<file path="src/rtl/spi_seq_pkg.sv">
// Shared types for the SPI request sequencer: FSM states, request codes and the
// queued command record.
package spi_seq_pkg;

    localparam int unsigned SEQ_TRF_BIT = 8;

    localparam logic [1:0] REQ_NOP  = 2'b00;
    localparam logic [1:0] REQ_TX   = 2'b01;
    localparam logic [1:0] REQ_RX   = 2'b10;
    localparam logic [1:0] REQ_TXRX = 2'b11;

    typedef enum logic [2:0] {
        ST_IDLE,
        ST_LOAD,
        ST_ISSUE,
        ST_WAIT,
        ST_RESULT,
        ST_GAP
    } seq_state_t;

    typedef struct packed {
        logic [1:0]             req;
        logic [SEQ_TRF_BIT-1:0] din_master;
        logic [SEQ_TRF_BIT-1:0] din_slave;
        logic [7:0]             wait_dur;
    } seq_cmd_t;

endpackage

</file>
<file path="src/rtl/spi_cmd_fifo.sv">
// Show-ahead synchronous FIFO of seq_cmd_t; the head entry is visible on data_o
// while not empty.
module spi_cmd_fifo
    import spi_seq_pkg::*;
#(
    parameter int unsigned DEPTH = 8
) (
    input  logic                     clk_i,
    input  logic                     rst_ni,
    input  logic                     push_i,
    input  seq_cmd_t                 data_i,
    input  logic                     pop_i,
    output seq_cmd_t                 data_o,
    output logic                     full_o,
    output logic                     empty_o,
    output logic [$clog2(DEPTH):0]   level_o
);

    localparam int unsigned AW = $clog2(DEPTH);

    seq_cmd_t       mem_q [DEPTH];
    logic [AW-1:0]  wr_ptr_q, rd_ptr_q;
    logic [AW:0]    level_q;
    logic           do_push, do_pop;

    assign full_o  = (level_q == (AW+1)'(DEPTH));
    assign empty_o = (level_q == '0);
    assign level_o = level_q;
    assign data_o  = mem_q[rd_ptr_q];

    assign do_push = push_i && !full_o;
    assign do_pop  = pop_i && !empty_o;

    always_ff @(posedge clk_i) begin
        if (do_push) begin
            mem_q[wr_ptr_q] <= data_i;
        end
    end

    // Pointers wrap naturally because DEPTH is a power of two.
    always_ff @(posedge clk_i or negedge rst_ni) begin
        if (!rst_ni) begin
            wr_ptr_q <= '0;
            rd_ptr_q <= '0;
            level_q  <= '0;
        end else begin
            if (do_push) wr_ptr_q <= wr_ptr_q + AW'(1);
            if (do_pop)  rd_ptr_q <= rd_ptr_q + AW'(1);
            case ({do_push, do_pop})
                2'b10:   level_q <= level_q + (AW+1)'(1);
                2'b01:   level_q <= level_q - (AW+1)'(1);
                default: level_q <= level_q;
            endcase
        end
    end

endmodule

</file>
<file path="src/rtl/spi_req_sequencer.sv">
// Queues host SPI transfer commands and issues them one at a time to spi_top,
// returning the captured data on a one-cycle result strobe.
module spi_req_sequencer
    import spi_seq_pkg::*;
#(
    parameter int unsigned SPI_TRF_BIT    = 8,
    parameter int unsigned FIFO_DEPTH     = 8,
    parameter int unsigned ISSUE_CYCLES   = 2,
    parameter int unsigned GAP_CYCLES     = 10,
    parameter int unsigned TIMEOUT_CYCLES = 4096
) (
    input  logic                          clk,
    input  logic                          rst_n,
    input  logic                          s_valid,
    output logic                          s_ready,
    input  logic [1:0]                    s_req,
    input  logic [SPI_TRF_BIT-1:0]        s_din_master,
    input  logic [SPI_TRF_BIT-1:0]        s_din_slave,
    input  logic [7:0]                    s_wait,
    output logic [1:0]                    req,
    output logic [SPI_TRF_BIT-1:0]        din_master,
    output logic [SPI_TRF_BIT-1:0]        din_slave,
    output logic [7:0]                    wait_duration,
    input  logic                          done_tx,
    input  logic                          done_rx,
    input  logic [SPI_TRF_BIT-1:0]        dout_master,
    input  logic [SPI_TRF_BIT-1:0]        dout_slave,
    output logic                          r_valid,
    output logic [1:0]                    r_req,
    output logic [SPI_TRF_BIT-1:0]        r_dout_master,
    output logic [SPI_TRF_BIT-1:0]        r_dout_slave,
    output logic                          r_timeout,
    output logic                          busy,
    output logic [$clog2(FIFO_DEPTH):0]   level
);

    if (SPI_TRF_BIT != SEQ_TRF_BIT) begin : g_bad_width
        $error("spi_req_sequencer: SPI_TRF_BIT must match spi_seq_pkg::SEQ_TRF_BIT");
    end

    localparam int unsigned CNT_A   = (ISSUE_CYCLES > GAP_CYCLES) ? ISSUE_CYCLES : GAP_CYCLES;
    localparam int unsigned CNT_MAX = (CNT_A > TIMEOUT_CYCLES) ? CNT_A : TIMEOUT_CYCLES;
    localparam int unsigned CW      = $clog2(CNT_MAX + 1);

    seq_state_t               state_q, state_d;
    logic [CW-1:0]            cnt_q, cnt_d;
    logic [1:0]               code_q, code_d;
    logic [SPI_TRF_BIT-1:0]   dinm_q, dinm_d, dins_q, dins_d;
    logic [7:0]               wait_q, wait_d;
    logic                     timeout_q, timeout_d;
    logic                     done_tx_q, done_rx_q, tx_flag_q, rx_flag_q;
    logic [SPI_TRF_BIT-1:0]   r_dm_q, r_ds_q;
    logic                     pop, clr, capture, tx_rise, rx_rise, need_tx, need_rx, done_ok;
    logic                     fifo_full, fifo_empty;
    seq_cmd_t                 push_cmd, head;

    assign push_cmd = '{req: s_req, din_master: s_din_master, din_slave: s_din_slave, wait_dur: s_wait};

    spi_cmd_fifo #(.DEPTH(FIFO_DEPTH)) u_fifo (
        .clk_i   (clk),
        .rst_ni  (rst_n),
        .push_i  (s_valid && !fifo_full),
        .data_i  (push_cmd),
        .pop_i   (pop),
        .data_o  (head),
        .full_o  (fifo_full),
        .empty_o (fifo_empty),
        .level_o (level)
    );

    assign s_ready = !fifo_full;
    assign tx_rise = done_tx && !done_tx_q;
    assign rx_rise = done_rx && !done_rx_q;
    assign need_tx = (code_q == REQ_TX) || (code_q == REQ_TXRX);
    assign need_rx = (code_q == REQ_RX) || (code_q == REQ_TXRX);
    assign done_ok = (!need_tx || tx_flag_q) && (!need_rx || rx_flag_q);
    assign capture = (state_q == ST_ISSUE) || (state_q == ST_WAIT);

    always_comb begin
        state_d   = state_q;
        cnt_d     = cnt_q;
        code_d    = code_q;
        dinm_d    = dinm_q;
        dins_d    = dins_q;
        wait_d    = wait_q;
        timeout_d = timeout_q;
        pop       = 1'b0;
        clr       = 1'b0;
        case (state_q)
            ST_IDLE: if (!fifo_empty) state_d = ST_LOAD;
            ST_LOAD: begin
                pop       = 1'b1;
                clr       = 1'b1;
                code_d    = head.req;
                dinm_d    = head.din_master;
                dins_d    = head.din_slave;
                wait_d    = head.wait_dur;
                timeout_d = 1'b0;
                cnt_d     = '0;
                state_d   = (head.req == REQ_NOP) ? ST_RESULT : ST_ISSUE;
            end
            ST_ISSUE: begin
                if (cnt_q == CW'(ISSUE_CYCLES - 1)) begin
                    cnt_d   = '0;
                    state_d = ST_WAIT;
                end else begin
                    cnt_d = cnt_q + CW'(1);
                end
            end
            ST_WAIT: begin
                if (done_ok) begin
                    state_d = ST_RESULT;
                end else if (cnt_q == CW'(TIMEOUT_CYCLES - 1)) begin
                    timeout_d = 1'b1;
                    state_d   = ST_RESULT;
                end else begin
                    cnt_d = cnt_q + CW'(1);
                end
            end
            ST_RESULT: begin
                cnt_d   = '0;
                state_d = ST_GAP;
            end
            ST_GAP: begin
                if (cnt_q == CW'(GAP_CYCLES - 1)) state_d = ST_IDLE;
                else                              cnt_d   = cnt_q + CW'(1);
            end
            default: state_d = ST_IDLE;
        endcase
    end

    always_ff @(posedge clk or negedge rst_n) begin
        if (!rst_n) begin
            state_q   <= ST_IDLE;
            cnt_q     <= '0;
            code_q    <= '0;
            dinm_q    <= '0;
            dins_q    <= '0;
            wait_q    <= '0;
            timeout_q <= 1'b0;
        end else begin
            state_q   <= state_d;
            cnt_q     <= cnt_d;
            code_q    <= code_d;
            dinm_q    <= dinm_d;
            dins_q    <= dins_d;
            wait_q    <= wait_d;
            timeout_q <= timeout_d;
        end
    end

    // Completion edges are only captured while a command is outstanding, so
    // results stay stable through GAP until the next LOAD clears them.
    always_ff @(posedge clk or negedge rst_n) begin
        if (!rst_n) begin
            done_tx_q <= 1'b0;
            done_rx_q <= 1'b0;
            tx_flag_q <= 1'b0;
            rx_flag_q <= 1'b0;
            r_dm_q    <= '0;
            r_ds_q    <= '0;
        end else begin
            done_tx_q <= done_tx;
            done_rx_q <= done_rx;
            if (clr) begin
                tx_flag_q <= 1'b0;
                rx_flag_q <= 1'b0;
                r_dm_q    <= '0;
                r_ds_q    <= '0;
            end else if (capture) begin
                if (tx_rise) begin
                    tx_flag_q <= 1'b1;
                    r_ds_q    <= dout_slave;
                end
                if (rx_rise) begin
                    rx_flag_q <= 1'b1;
                    r_dm_q    <= dout_master;
                end
            end
        end
    end

    assign req           = (state_q == ST_ISSUE) ? code_q : REQ_NOP;
    assign din_master    = dinm_q;
    assign din_slave     = dins_q;
    assign wait_duration = wait_q;
    assign r_valid       = (state_q == ST_RESULT);
    assign r_req         = code_q;
    assign r_dout_master = r_dm_q;
    assign r_dout_slave  = r_ds_q;
    assign r_timeout     = timeout_q;
    assign busy          = (state_q != ST_IDLE);

endmodule

</file>
<file path="config.mk">
export PLATFORM = sky130hd
export DESIGN_NAME = spi_req_sequencer
export DESIGN_NICKNAME = d
export VERILOG_FILES = /design/src/rtl/spi_seq_pkg.sv /design/src/rtl/spi_cmd_fifo.sv /design/src/rtl/spi_req_sequencer.sv
export SDC_FILE = /design/constraint.sdc
export NUM_CORES = 1
export LEC_CHECK = 0
export ABC_AREA = 1
export BUFFER_PORTS_ARGS = -buffer_cell sky130_fd_sc_hd__buf_2
export CAP_MARGIN = 20
export CORE_UTILIZATION = 24
export DETAILED_ROUTE_END_ITERATION = 8
export GPL_TIMING_DRIVEN = 0
export RECOVER_POWER = 50
export SLEW_MARGIN = 20
export SYNTH_ARGS = -nofsm -noshare
export SYNTH_HDL_FRONTEND = slang
export SYNTH_HIERARCHICAL = 1
export SYNTH_SLANG_ARGS = --single-unit
</file>
<file path="constraint.sdc">
create_clock -name clk -period 9.79 [get_ports clk]
set_clock_uncertainty 0.1 [all_clocks]
set_input_delay 1.958 -clock clk [delete_from_list [all_inputs] [get_ports clk]]
set_output_delay 1.958 -clock clk [all_outputs]
set_load 0.01 [all_outputs]
</file>
# Word-level counts from Yosys, hierarchy flattened
# Memories as Yosys holds them, arrays and structs flattened.
# Index checks and enable logic that the tools add are counted.
[classes] n_addsub=5 n_mul=0 div_mod_pow=0 n_lt_le_gt_ge=0 eq_ne=22 n_shift=0 n_mux=32 n_bitwise=0 reduce_logical=33
[ops] op="$mux 13" count=4
[ops] op="$pmux 13 s4" count=1
[ops] op="$mux 8" count=6
[ops] op="$mux 3" count=6
[ops] op="$pmux 3 s6" count=1
[ops] op="$add 13x1->13 const B" count=1
[ops] op="$eq 13x1->1 const B" count=1
[ops] op="$eq 13x12->1 const B" count=1
[ops] op="$eq 13x4->1 const B" count=1
[ops] op="$mux 1" count=11
[ops] op="$ne 2x2->1 const B" count=5
[ops] op="$reduce_bool 2->1" count=5
[ops] op="$pmux 4 s2" count=1
[ops] op="$reduce_and 4->1" count=2
[ops] op="$add 3x1->3 const B" count=2
[ops] op="$eq 2x2->1 const B" count=3
[ops] op="$eq 3x2->1 const B" count=2
[ops] op="$eq 3x3->1 const B" count=2
[ops] op="$logic_and 1x1->1" count=6
[ops] op="$logic_not 1->1" count=6
[ops] op="$logic_or 1x1->1" count=5
[ops] op="$add 4x1->4 const B" count=1
[ops] op="$eq 2x1->1 const B" count=2
[ops] op="$eq 4x4->1 const B" count=1
[ops] op="other kinds (14)" count=16
[totals] regBits=73 latch_bits=0 ram_bits=208 romBits=0 input_bits=47 out_inout_bits=52 elab_cells=109 mem_count=1
[memory_table] name="u_fifo.mem_q" depth=8 word_bits=26 rd=1 rd_ports_with_merged_regs=0 wr=1 line="spi_cmd_fifo.sv:21" rtl="seq_cmd_t mem_q [DEPTH];"

# Depth between registers and ports, before layout
[logic_depth] depth_word=7 mapped_depth=15 mapped_depth_nobuf=13

# Cells and area by module
# Netlist, hierarchy kept.
[by_module_without_submodules] module="spi_cmd_fifo" n_inst=1 cells_each=979 area_per_inst_um2=9559.2 seq_area_each_um2=6496.2
[by_module_without_submodules] module="spi_req_sequencer" n_inst=1 cells_each=376 area_per_inst_um2=3016.6 seq_area_each_um2=1576.5

# Least setup slack after synthesis
# No wires, ideal clock.
[synth_path] kind="input to register" start="in s_valid" end="mem u_fifo/mem_q[4][0] (netlist bit) (enable)" setup_ns=0.442 arrival_time_ns=4.159 required_time_ns=9.248 slack_ns=5.090 path_stages=5 path_buffers=1 path_cell_list="inv_1 nor2_1 nand2_1 buf_6 nor3_1"
[synth_via] elab_chain_cells=4
[synth_rtl] element="start, declared" line="spi_req_sequencer.sv:14" rtl="input logic s_valid,"
[synth_rtl] element="$logic_and 1x1->1" line="spi_req_sequencer.sv:62" rtl=".push_i (s_valid && !fifo_full),"
[synth_rtl] element="$logic_and 1x1->1" line="spi_cmd_fifo.sv:31" rtl="assign do_push = push_i && !full_o;"
[synth_rtl] element="$mux 1" line="spi_cmd_fifo.sv:35" rtl="if (do_push) begin"
[synth_rtl] element="$mux 1 (not written as such)" line="spi_cmd_fifo.sv:36" rtl="mem_q[wr_ptr_q] <= data_i;"
[synth_rtl] element="end, declared" line="spi_cmd_fifo.sv:21"
# No other way between the ends.

==> metrics <==
slowest stage cell, crit path clkbuf_1; later-pin clock latency in the skew report 0.59 ns; all-layer global routing usage 11.9%; Startpoint Class primary input; Critical Path AT 5.18 ns; cell-internal power 2.77 mW; crit path cell chain clkbuf_1, clkbuf_1; Yosys top cell area share 49.7%; Syn Nets 1410; Total Power 4.56 mW; Area contributors post-synth edfxtp_1 50%, nand2_1 15%, dfrtp_1 15%, nor2_1 6.9%, inv_1 4.7%; slowest stage delay, CP 1.77 ns; setup TNS 0 ns; CP max FO 42; chip width 231 um; initial antenna violation count 3; post-route ant nets 0; part of the power in registers 35.9%; Clock transition at path regs 0.06 ns; CTS sink cnt 281; cell mode on critical path clkbuf_1; Final Max Tran Viols 76; setup bufs post-CTS 0; die height 231 um; Slew @ Worst Pin 2.36 ns; clock power share 25.5%; Crit. End Element async pin; DIE AREA 53300 um^2; clk root buf clkbuf_16; average cell area after synthesis 9.28 um^2; final WL 31.7 mm; cell family with most CP delay buffers and inverters; maximum vdd drop 0.172 mV; final setup vio count 0; vias in the first global route 8710; outcome finished, violations left; combinational power share 38.5%; RSZ-0062 raised after global routing false; number of H-tree branching levels 1; Hold Crit Class reg -> reg; Commonest cells post-synth 518 x nand2_1, 232 x nor2_1, 208 x edfxtp_1; ratio of cells with drive above 1 in the final layout 13.4%; cell taking the most area after synthesis edfxtp_1; mapped cell area 12600 um^2; max_slew headroom -57.4%; post-CTS sizing 0; GP Congestion 0.777; post-DP HPWL 22.0 mm; Ant. Diodes 0; count leader, synth nand2_1; final hold violations 0; min Tclk post-route 5.09 ns; CTS tree yes; Worst Path Required 9.88 ns; period utilization 52.0%; DRC Markers 0; Routed WL per cell 14.3 um; NumNets Final 1564; Pwr Density 302 nW/um^2; # IOs 99; Crit Path Category in -> async; Core Region 51500 um^2; largest net degree at the start of global routing 43; fin worst setup slack 4.70 ns; Async SR Flop Fraction 26.0%; reg2reg path depth 14; clock buffer depth 3; pre-CTS setup slack 5.62 ns; synth warn 6; dominant synthesized flop cell edfxtp_1; P_sw 1.78 mW; failing checks max-capacitance violations, max-slew violations; WHS Path Cells 2; gr ovfl total 0; Sw Ratio 39.1%; Layout area overhead 20.0%; Achievable Freq 196 MHz; first-pass GRT wire length 49.5 mm; EDFF count, synth 208; Leakage 6.86 nW; CP Depth 2; Num CTS Buffers 29; detailed router's first-iteration violation count 614; fraction of the yosys area taken by sequential cells 64.2%; Hold-fix buffers, CTS 0; post-synth cell types 30; max cap viols 2; #FFs+latches synth 281; Post-Syn Instances 1355; PortBufs 98; Worst Path Buf+Inv 2; starting density of the core 24.4%; via/cell ratio 4.09; number of fill cells 5408; FP Rows 83; router iterations before antenna repair 5; total vias in the final route 9048
==> kinds of logic (layout without fill, tap and decap cells) <==
logic type / count (synthesis) / after routing / synth area share, %
xor+xnor: 13 / 13 / 0.905
simple gates: 804 / 804 / 25.0
buf+inv: 216 / 393 / 7.47
flops: 281 / 281 / 64.2
compound gates: 33 / 33 / 1.57
fa+ha+maj: 8 / 8 / 0.856
==> worst reg2reg max path, stage by stage (launching register included) <==
cell and delay (ns):
dfrtp_1 0.41, inv_1 0.10, nand3_1 0.15, clkbuf_1 0.34
inv_1 0.20, clkbuf_1 0.65, nand2_1 0.28, inv_1 0.17
ha_1 0.29, ha_1 0.30, or2_2 0.30, nand2_1 0.09
nand2_1 0.05, nand3_1 0.06, nand2_1 0.05
==> state kept, by name (all words and copies together), names as in the netlist, 2 cells and up <==
| register | cells |
|---|---|
| u_fifo/rd_ptr_q | 3 |
| r_dout_master | 8 |
| u_fifo/wr_ptr_q | 3 |
| state_q | 3 |
| din_slave | 8 |
| wait_duration | 8 |
| u_fifo/mem_q | 208 |
| r_dout_slave | 8 |
| r_req | 2 |
| din_master | 8 |
| cnt_q | 13 |
| u_fifo/level_o | 4 |
==> power by group through the flow <==
stage / Sequential (mW) / Combinational (mW) / Clock [mW]
finish: 1.64 / 1.76 / 1.16
global route: 1.66 / 1.98 / 1.23
CTS: 1.64 / 1.78 / 1.19
detailed placement: 1.66 / 1.77 / 0
global placement: 1.67 / 1.70 / 0
floorplan: 1.69 / 1.10 / 0
==> per-layer routing <==
layer / track usage [%] / up-vias / wire length, um
met2: 19.0 / 258 / 14100
met3: 2.47 / 52 / 2070
met1: 16.7 / 4223 / 15000
li1: - / 4509 / -
met4: 2.30 / 6 / 474
met5: 0 / - / 42
==> layout by cell type (no fill, tap or decap), drive strengths merged <==
| master | count |
|---|---|
| nand2 | 521 |
| nor2 | 234 |
| edfxtp | 208 |
| inv | 164 |
| buf | 139 |
| dfrtp | 73 |
| clkbuf | 73 |
| nand3 | 36 |
| o21ai | 29 |
| clkinv | 11 |
| nor3 | 10 |
| xnor2 | 8 |
| ha | 7 |
| xor2 | 5 |
| bufinv | 4 |
| o31ai | 2 |
| a21oi | 2 |
| or2 | 2 |
| clkinvlp | 2 |
| nand4 | 1 |
| fa | 1 |
==> final timing paths <==
kind	startpoint	end	slack, ns
worst max-delay path	rst_n	wait_duration[3]	4.70
worst min-delay path	wait_duration[4]	wait_duration[4]	0.37
worst max register to register	state_q[1]	u_fifo/level_o[3]	6.14
worst min register to register	wait_duration[4]	wait_duration[4]	0.37
max in group clk	state_q[2]	req[0]	5.90
min in group asynchronous	rst_n	cnt_q[12]	1.85
==> stage by stage <==
stage,util (%),hold WS (ns),instances,cell area [um^2]
4_1_cts,29.5,0.379,2212,15200
5_1_grt,29.3,0.399,2212,15100
3_3_place_gp,27.0,0.361,2133,13900
2_1_floorplan,-,0.367,1355,12600
3_5_place_dp,27.5,0.362,2158,14200
6_report,29.3,0.372,2212,15100
==> final cells by class <==
cell class | count | area [um^2] | area share, %
Inverter | 163 | 612 | 4.05
Clock buffer | 36 | 792 | 5.25
Multi-Input combinational cell | 858 | 3590 | 23.8
Tap cell | 680 | 851 | 5.64
Sequential cell | 281 | 8070 | 53.5
Timing Repair Buffer | 123 | 652 | 4.32
Buffer | 53 | 310 | 2.06
Clock inverter | 18 | 211 | 1.40
No activity file was read; power rests on OpenSTA's default activity.
